[src/rtl/fpu_pkg.sv]
// Shared FPU definitions: normalizer FSM states and internal exponent sizing.
package fpu_pkg;

    typedef enum logic [1:0] {
        IDLE  = 2'd0,
        SHIFT = 2'd1,
        DONE  = 2'd2
    } norm_state_e;

    // Two guard bits let the biased exponent go negative and overshoot the max field value.
    localparam int NormExpGuardBits = 2;

    function automatic int norm_exp_width(input int exp_bits);
        return exp_bits + NormExpGuardBits;
    endfunction

endpackage

[src/rtl/fpu_utils_lzc.sv]
// Combinational leading-zero counter; count equals Width when the input is all zero.
module fpu_utils_lzc #(
    parameter int Width    = 27,
    parameter int CntWidth = $clog2(Width + 1)
) (
    input  logic [Width-1:0]    data_i,
    output logic [CntWidth-1:0] count_o,
    output logic                all_zero_o
);

    // Scanning upward lets the highest set bit make the last assignment.
    always_comb begin
        count_o = CntWidth'(Width);
        for (int i = 0; i < Width; i++) begin
            if (data_i[i]) begin
                count_o = CntWidth'(Width - 1 - i);
            end
        end
    end

    assign all_zero_o = ~|data_i;

endmodule

[src/rtl/fpu_utils_normalize_seq.sv]
// Iterative normalizer: shifts a wide magnitude by up to MaxShift bits per cycle,
// then packs {exp field, fraction} plus round/sticky for the rounder.
module fpu_utils_normalize_seq
    import fpu_pkg::*;
#(
    parameter int ExpBits  = 8,
    parameter int ManBits  = 23,
    parameter int InWidth  = 27,
    parameter int MaxShift = 8
) (
    input  logic                                      clk_i,
    input  logic                                      rst_ni,
    input  logic                                      in_valid_i,
    output logic                                      in_ready_o,
    input  logic [InWidth-1:0]                        mant_i,
    input  logic signed [norm_exp_width(ExpBits)-1:0] exp_i,
    input  logic                                      sign_i,
    input  logic                                      eff_sub_i,
    output logic                                      out_valid_o,
    input  logic                                      out_ready_i,
    output logic [ExpBits+ManBits-1:0]                abs_value_o,
    output logic [1:0]                                round_sticky_bits_o,
    output logic                                      sign_o,
    output logic                                      eff_sub_o,
    output logic                                      of_o
);

    localparam int ExpW    = norm_exp_width(ExpBits);
    localparam int LzcW    = $clog2(InWidth + 1);
    localparam int LowBits = InWidth - 2 - ManBits;
    localparam int ExpMax  = (2 ** ExpBits) - 1;

    norm_state_e                state_reg, state_next;
    logic [InWidth-1:0]         mant_reg, mant_next;
    logic signed [ExpW-1:0]     exp_reg, exp_next;
    logic                       sticky_reg, sticky_next;
    logic                       sign_reg, sign_next;
    logic                       eff_sub_reg, eff_sub_next;
    logic [ExpBits+ManBits-1:0] abs_reg, abs_next;
    logic [1:0]                 rs_reg, rs_next;
    logic                       of_reg, of_next;

    logic [LzcW-1:0]            lz_count;
    logic                       mant_zero;
    logic                       mant_msb;
    logic [InWidth-1:0]         lost_bits;
    logic [ExpBits+ManBits-1:0] pack_abs;
    logic [1:0]                 pack_rs;
    logic                       pack_of;
    int                         exp_int;
    int                         lz_int;
    int                         rsh;
    int                         lsh;

    fpu_utils_lzc #(
        .Width    (InWidth),
        .CntWidth (LzcW)
    ) u_lzc (
        .data_i     (mant_reg),
        .count_o    (lz_count),
        .all_zero_o (mant_zero)
    );

    assign mant_msb = mant_reg[InWidth-1];

    // Shift amounts and the packed result are evaluated from the current register contents.
    always_comb begin
        exp_int = 32'(exp_reg);
        lz_int  = 32'(lz_count);

        rsh = 1 - exp_int;
        if (rsh > MaxShift) rsh = MaxShift;

        lsh = lz_int;
        if (lsh > MaxShift) lsh = MaxShift;
        if (lsh > exp_int - 1) lsh = exp_int - 1;

        lost_bits = mant_reg & ~({InWidth{1'b1}} << rsh);

        pack_of = mant_msb && (exp_int >= ExpMax);
        if (pack_of) begin
            pack_abs = {{ExpBits{1'b1}}, {ManBits{1'b0}}};
            pack_rs  = 2'b00;
        end else begin
            pack_abs = {(mant_msb ? exp_reg[ExpBits-1:0] : {ExpBits{1'b0}}),
                        mant_reg[InWidth-2 -: ManBits]};
            pack_rs  = {mant_reg[LowBits], (|mant_reg[LowBits-1:0]) | sticky_reg};
        end
    end

    always_comb begin
        state_next   = state_reg;
        mant_next    = mant_reg;
        exp_next     = exp_reg;
        sticky_next  = sticky_reg;
        sign_next    = sign_reg;
        eff_sub_next = eff_sub_reg;
        abs_next     = abs_reg;
        rs_next      = rs_reg;
        of_next      = of_reg;

        case (state_reg)
            IDLE: begin
                if (in_valid_i) begin
                    mant_next    = mant_i;
                    exp_next     = exp_i;
                    sticky_next  = 1'b0;
                    sign_next    = sign_i;
                    eff_sub_next = eff_sub_i;
                    state_next   = SHIFT;
                end
            end
            SHIFT: begin
                if (!mant_zero && exp_int < 1) begin
                    // Underflow: move toward exponent 1, folding dropped bits into sticky.
                    mant_next   = mant_reg >> rsh;
                    sticky_next = sticky_reg | (|lost_bits);
                    exp_next    = ExpW'(exp_int + rsh);
                end else if (!mant_zero && !mant_msb && exp_int > 1) begin
                    mant_next = mant_reg << lsh;
                    exp_next  = ExpW'(exp_int - lsh);
                end else begin
                    abs_next   = pack_abs;
                    rs_next    = pack_rs;
                    of_next    = pack_of;
                    state_next = DONE;
                end
            end
            DONE: begin
                if (out_ready_i) begin
                    state_next = IDLE;
                end
            end
            default: state_next = IDLE;
        endcase
    end

    always_ff @(posedge clk_i or negedge rst_ni) begin
        if (!rst_ni) begin
            state_reg   <= IDLE;
            mant_reg    <= '0;
            exp_reg     <= '0;
            sticky_reg  <= 1'b0;
            sign_reg    <= 1'b0;
            eff_sub_reg <= 1'b0;
            abs_reg     <= '0;
            rs_reg      <= '0;
            of_reg      <= 1'b0;
        end else begin
            state_reg   <= state_next;
            mant_reg    <= mant_next;
            exp_reg     <= exp_next;
            sticky_reg  <= sticky_next;
            sign_reg    <= sign_next;
            eff_sub_reg <= eff_sub_next;
            abs_reg     <= abs_next;
            rs_reg      <= rs_next;
            of_reg      <= of_next;
        end
    end

    assign in_ready_o          = (state_reg == IDLE);
    assign out_valid_o         = (state_reg == DONE);
    assign abs_value_o         = abs_reg;
    assign round_sticky_bits_o = rs_reg;
    assign sign_o              = sign_reg;
    assign eff_sub_o           = eff_sub_reg;
    assign of_o                = of_reg;

endmodule

[config.mk]
export PLATFORM = sky130hd
export DESIGN_NAME = fpu_utils_normalize_seq
export DESIGN_NICKNAME = d
export VERILOG_FILES = /design/src/rtl/fpu_pkg.sv /design/src/rtl/fpu_utils_lzc.sv /design/src/rtl/fpu_utils_normalize_seq.sv
export SDC_FILE = /design/constraint.sdc
export NUM_CORES = 1
export LEC_CHECK = 0
export BUFFER_PORTS_ARGS = -buffer_cell sky130_fd_sc_hd__clkbuf_2
export CAP_MARGIN = 20
export CORE_MARGIN = 4
export CORE_UTILIZATION = 53
export CTS_BUF_LIST = sky130_fd_sc_hd__clkbuf_8
export DETAILED_ROUTE_END_ITERATION = 16
export PLACE_DENSITY = 0.73
export SLEW_MARGIN = 40
export SYNTH_ARGS = -nofsm -noshare
export SYNTH_HDL_FRONTEND = slang
export SYNTH_SLANG_ARGS = --single-unit
[constraint.sdc]
create_clock -name clk_i -period 17.5 [get_ports clk_i]
set_clock_uncertainty 0.2 [all_clocks]
set_input_delay 1.75 -clock clk_i [delete_from_list [all_inputs] [get_ports clk_i]]
set_output_delay 1.75 -clock clk_i [all_outputs]
set_load 0.01 [all_outputs]
=== Word-level counts from Yosys, hierarchy flattened ===
Cells that the tools add are included.

* Bitwise operators: 6
* Magnitude comparators: 6
* $add $sub $neg: 4
* Muxes and demuxes: 49
* Eq/ne operators: 8
* Reductions and logical operators: 15
* Shift operators: 3

{| class="wikitable"
|+ Operators by type and width
! cell !! number
|-
| two-way mux 5 bit || 17
|-
| two-way mux 27 bit || 3
|-
| two-way mux 32 bit || 2
|-
| one-hot mux 27 bit (2 select lines) || 1
|-
| OR reduction 27 bit || 2
|-
| > comparator 32 bit || 1
|-
| two-way mux 4 bit || 8
|-
| left shift 27 x 32 -> 27 bit || 1
|-
| left shift 27 x 32 -> 27 bit, first input constant || 1
|-
| right shift 27 x 32 -> 27 bit || 1
|-
| two-way mux 31 bit || 1
|-
| two-way mux 10 bit || 3
|-
| AND 27 bit || 1
|-
| NOT 27 bit || 1
|-
| one-hot mux 10 bit (2 select lines) || 1
|-
| two-way mux 2 bit || 7
|-
| > comparator 11 x 5 -> 1 bit, second input constant || 1
|-
| subtractor 10 x 2 -> 11 bit, second input constant || 1
|-
| subtractor 2 x 10 -> 11 bit, first input constant || 1
|-
| adder 10 bit || 1
|-
| greater-or-equal comparator 10 x 9 -> 1 bit, second input constant || 1
|-
| > comparator 10 x 2 -> 1 bit, second input constant || 1
|-
| less-than comparator 10 x 2 -> 1 bit, second input constant || 1
|-
| subtractor 10 bit || 1
|-
| 20 further kinds || 32
|}

* Register bits after elaboration: 76
* Logic and storage cells: 100

=== Logic depth before layout (Yosys ltp) ===
* Depth in word-level cells: 35
* Mapped depth: 29
* Gate-level depth less buffers: 27

=== Cells and area by module ===
A second synthesis with hierarchy kept.

* Cells, all modules: 1,171
* Area total of the unflattened synthesis: 8,692.1 sq um

{| class="wikitable"
|+ By module, submodules not included
! module !! instances !! area each (sq um) !! cells each
|-
| fpu_utils_normalize_seq || 1 || 8,353.0 || 1,120
|-
| fpu_utils_lzc || 1 || 339.1 || 51
|}

=== Least setup slack after synthesis ===
OpenSTA, ideal clock, no wires.

* Path type: flip-flop to flip-flop
* Start: reg exp_reg[1]
* End: reg exp_reg[9]
* Setup time: 138 ps
* Slack: 11,231 ps
* Stages on the path, launching flop included: 27
* Buffers on the path: 4
* Clock period less this slack: 6,269 ps
* Arrival time: 5,931 ps
* Cells stage by stage: dfrtp_1 -> inv_1 -> clkbuf_1 -> ha_1 -> nor2b_1 -> xnor2_1 -> ha_1 -> a21oi_1 -> o21ai_0 -> and3_1 -> a31oi_4 -> buf_2 -> mux2_2 -> buf_2 -> buf_2 -> xnor2_1 -> a21oi_1 -> ha_1 -> a21oi_1 -> o21bai_1 -> a2111oi_0 -> nor3_1 -> a31o_2 -> or3_1 -> a211o_1 -> o221ai_1 -> a31oi_1

* Longest elaborated chain between the ends: 7
* Elaborated cells on any way between the ends: 17
* Those cells by class: add/sub: 4; order compare: 4; eq/ne: 1; mux: 5; reduce/logical: 3

{| class="wikitable"
|+ RTL lines
! element !! RTL line !! text
|-
| start, declared || fpu_utils_normalize_seq.sv:35 || <nowiki>logic signed [ExpW-1:0] exp_reg, exp_next;</nowiki>
|-
| start signal, assigned || fpu_utils_normalize_seq.sv:152 || <nowiki>exp_reg <= exp_next;</nowiki>
|-
| subtractor 10 x 2 -> 11 bit || fpu_utils_normalize_seq.sv:76 || <nowiki>if (lsh > exp_int - 1) lsh = exp_int - 1;</nowiki>
|-
| > comparator 32 bit || fpu_utils_normalize_seq.sv:76 ||
|-
| two-way mux 32 bit || fpu_utils_normalize_seq.sv:76 ||
|-
| subtractor 10 bit || fpu_utils_normalize_seq.sv:121 || <nowiki>exp_next = ExpW'(exp_int - lsh);</nowiki>
|-
| two-way mux 10 bit || fpu_utils_normalize_seq.sv:119 || <nowiki>end else if (!mant_zero && !mant_msb && exp_int > 1) begin</nowiki>
|-
| two-way mux 10 bit || fpu_utils_normalize_seq.sv:114 || <nowiki>if (!mant_zero && exp_int < 1) begin</nowiki>
|-
| one-hot mux 10 bit (2 select lines) || fpu_utils_normalize_seq.sv:102 || <nowiki>case (state_reg)</nowiki>
|}

Parallel ways exist; a longest one is shown, timed or not. The select of a mux whose other input is x is not followed.
A chain may end at the register's enable or synchronous reset.

=== Worst setup path after layout ===
Ends and elaborated chain as after synthesis.

==> impl_summary.md <==
Critical path
The worst setup path is launched from a register. The slowest stage of the critical path belongs to the cell dfrtp_1. The cell that appears most often on the critical path is ha_1.

The critical path in this run is classified as register to register. In this run the worst path has a maximum fanout of 28. Data on the critical path arrives at its endpoint at 7.94 ns. The data required time at the worst endpoint is 17.55 ns. The element type at the critical path end is a register. The delay of the slowest cell on the worst path is 0.63 ns.

Clocking
The number of sinks handled by clock tree synthesis is 76. The deepest level of the CTS H-tree is 3. The TritonCTS clock tree is yes. The hold-fix buffer count after cts is 0. Buffers inserted during clock tree synthesis total 9. The clock tree root buffer cell is clkbuf_8. Clock-pin slew was measured on the worst setup and hold paths at 0.09 ns.

After clock tree synthesis, the setup repair step added 0 buffers. The number of gates resized after CTS is 0. At the later pin of the worst-skew pair, clock insertion delay measures 0.39 ns.

Counting along the longest clock path gives a buffer depth of 2.

Synth
Yosys printed 0 warnings. Summed over all instances, the cell type with the most area after synthesis is dfrtp_1. The netlist area before placement is 0.007944 mm2. The share of Yosys cell area claimed by the top area cell type is 23.94%. The synthesized netlist devotes 29.78% of its cell area to compound gates. The number of distinct library cell variants in the gate-level netlist after synthesis is 95. The xor/xnor share of the synthesized area is 2.646%. After Yosys synthesis, full adders, half adders and majority gates account for 3.245% of the synthesized area. Summing the areas of all and, or, nand and nor instances in the mapped netlist gives 22.43% of the synthesized area. Sequential cells were found to cover 23.94% of the synthesized design area. A synthesized cell averages 7.750 um2. In the synthesized netlist the dominant register cell turns out to be dfrtp_1. Synthesis inferred 76 register bits. Counting every net in the synthesized netlist gives 1088. The synthesized design contains 0 enable-type register cells.

The proportion of register bits with asynchronous set or reset after synthesis is 100.0%. Multiplexer cells account for 11.18% of the synthesized area. By area, the combinational part of the netlist is dominated by compound AO/OA/AOI/OAI gates. The post-synthesis instance total is 1025. Ranked by total cell area, the synthesized netlist is headed by dfrtp_1 24%, mux2i_1 7.6%, nor2_1 5.1%.

Routing
After detailed routing, the total wire length is 30340 um. The routed length per placed instance is 24.74 um. In the routed design, unresolved DRC markers number 0. The final antenna-violating net count is 0.

The routed layout has 8735 vias. The first-iteration detailed-routing DRC count is 1621. The first-pass iteration count of the detailed router is 6. Dividing the detail-routed via count by the number of cells gives 7.125.

Worst hold path
The kind of path behind the tightest hold check is register to register.

Placed design
The congestion estimate from routability-driven global placement came to 1.015. The half-perimeter wire length after detailed placement is 21580 um. Input and output buffers added on the ports amount to 80.

Timing
Setup repair after global routing left no endpoint under its margin. The number of max-slew violations in the final report is 0. The routed design could run at a clock period as short as 7.892 ns. Based on the critical path, the design can be clocked at up to 126.7 MHz. The final setup TNS is 0 ns. The worst pin sits at a relative slew slack of 40.84%. The number of hold violations in the final report is 0. Setup violations remaining at the end of the flow were counted as 0. For the pin with the worst max-slew slack, the measured transition is 0.8842 ns. The share of the cycle needed by the critical path after routing is 45.10%.

Floorplan
The horizontal extent of the die is 130.4 um. The initial core utilization is 54.45%. From bottom edge to top edge, the die measures 130.4 um. The standard cell core area is 0.01459 mm2.

Pin placement for this block handled 81 I/O pins. The row count is 44. The floorplan die area is 0.01701 mm2.

Layout
The final net count is 1101. From synthesis to final layout, the design area changed by 7.340%. Of the cells placed in the final design, the portion with a size suffix greater than 1 is 17.56%. The register with the most flip-flops in the layout has 31 of them.

The total inserted antenna cells is 0.

Global route
In the global route stage, overall resource usage came out at 35.27%. The first global-routing pass estimated 46260 um of wire. Entering global routing, the biggest net connects 77 pins. The number of antenna violations at the first check in global routing was 0.

The overall overflow remaining after global route is 0. The via count of the first global-routing pass is 7890.

Run status
The flow ran to the end, and the final reports show no timing, DRC or antenna violations.

Run
Max-cap violations in this run came to 0.
-- cell usage after synthesis, types with 6 or more instances --
master    count
nand3_1      31
a21oi_1      70
buf_2        18
nor2_1      107
o211ai_1      8
a221oi_1      8
buf_1         7
nand2_1     104
inv_1        27
o21ai_1       7
a211o_1       7
clkbuf_1     61
or3_1        17
o22ai_1      26
nor2b_1       6
mux2i_1      60
nand2b_1      6
dfrtp_1      76
nor4_1       13
xor2_1        6
a211oi_1      6
o221ai_1     12
mux2_2       15
ha_1         19
a22oi_1       8
o21ai_0      64
a22o_1       27
a31oi_1      16
nor3_1       32
xnor2_1      18
and3_1        6
-- layout make-up --
cell class,count,area (um2)
fill,1382,6062
multi-input combinational,827,5554
sequential,76,1902
timing repair buffer,95,519.2
tap,184,230.2
clock buffer,9,123.9
inverter,29,108.9
clock inverter,6,88.84
-- path summary, 6_finish.rpt --
path                                                          from                                 end  slack, ns  depth (start not counted)
worst min register to register  round_sticky_bits_o[0]$_DFFE_PN0P_  round_sticky_bits_o[0]$_DFFE_PN0P_       0.27                          2
max in group asynchronous                                   rst_ni             mant_reg[9]$_DFFE_PN0P_      15.39                          1
worst max register to register              exp_reg[1]$_DFFE_PN0P_              exp_reg[9]$_DFFE_PN0P_       9.61                         26
min in group asynchronous                                   rst_ni            mant_reg[26]$_DFFE_PN0P_       1.16                          1
worst min-delay path            round_sticky_bits_o[0]$_DFFE_PN0P_  round_sticky_bits_o[0]$_DFFE_PN0P_       0.27                          2
worst max-delay path                        exp_reg[1]$_DFFE_PN0P_              exp_reg[9]$_DFFE_PN0P_       9.61                         26
-- cells in the final DEF (no fill, tap or decap), types with 19 or more instances in the layout --
cell type and n:
o22ai_1 26, nor3_1 32, dfrtp_1 76, clkbuf_2 79
nand2_1 104, nand3_1 31, nor2_1 106, a21oi_1 69
o21ai_0 64, a22o_1 27, inv_1 27, mux2i_1 58
ha_1 19
-- logic make-up (layout without fill, tap and decap cells) --
kind of cell             after synthesis  after routing
AND/OR/NAND/NOR                      365            365
flip-flops                            76             76
buffers and inverters                122            139
AO/OA/AOI/OAI                        337            337
multiplexers                          81             81
XOR/XNOR                              24             24
adder cells (fa/ha/maj)               20             20
-- critical path: cells and delay by family (launching register included) --
family / cells / cell delay [ns]
AND/OR/NAND/NOR: 5 / 1.21
AO/OA/AOI/OAI: 12 / 2.56
multiplexers: 1 / 0.31
XOR/XNOR: 1 / 0.25
flip-flops: 1 / 0.63
adder cells (fa/ha/maj): 4 / 1.50
buffers and inverters: 3 / 1.09
-- per-layer routing --
metal	wire length, um	GRT usage, %	vias up	share of wire, %
met5	0	0	-	0
met4	1513	15.61	0	5.0
met3	3709	7.317	145	12
met2	12820	51.24	663	42
met1	12290	50.64	4070	41
li1	-	-	3857	-
-- through the flow --
| stage | hold WS [ns] | cells | area, um2 | utilization [%] | setup slack, ns |
|---|---|---|---|---|---|
| floorplan | 0.2460 | 1025 | 7944 | - | 11.23 |
| global placement | 0.2577 | 1211 | 8289 | 56.82 | 9.978 |
| detailed placement | 0.2646 | 1211 | 8312 | 56.97 | 9.753 |
| CTS | 0.2833 | 1226 | 8524 | 58.43 | 9.732 |
| global route | 0.2973 | 1226 | 8527 | 58.45 | 9.012 |
| finish | 0.2732 | 1226 | 8527 | 58.45 | 9.608 |
Power is not shown: default switching activity piles up to over one toggle a cycle in this logic, so the estimate is an artifact.
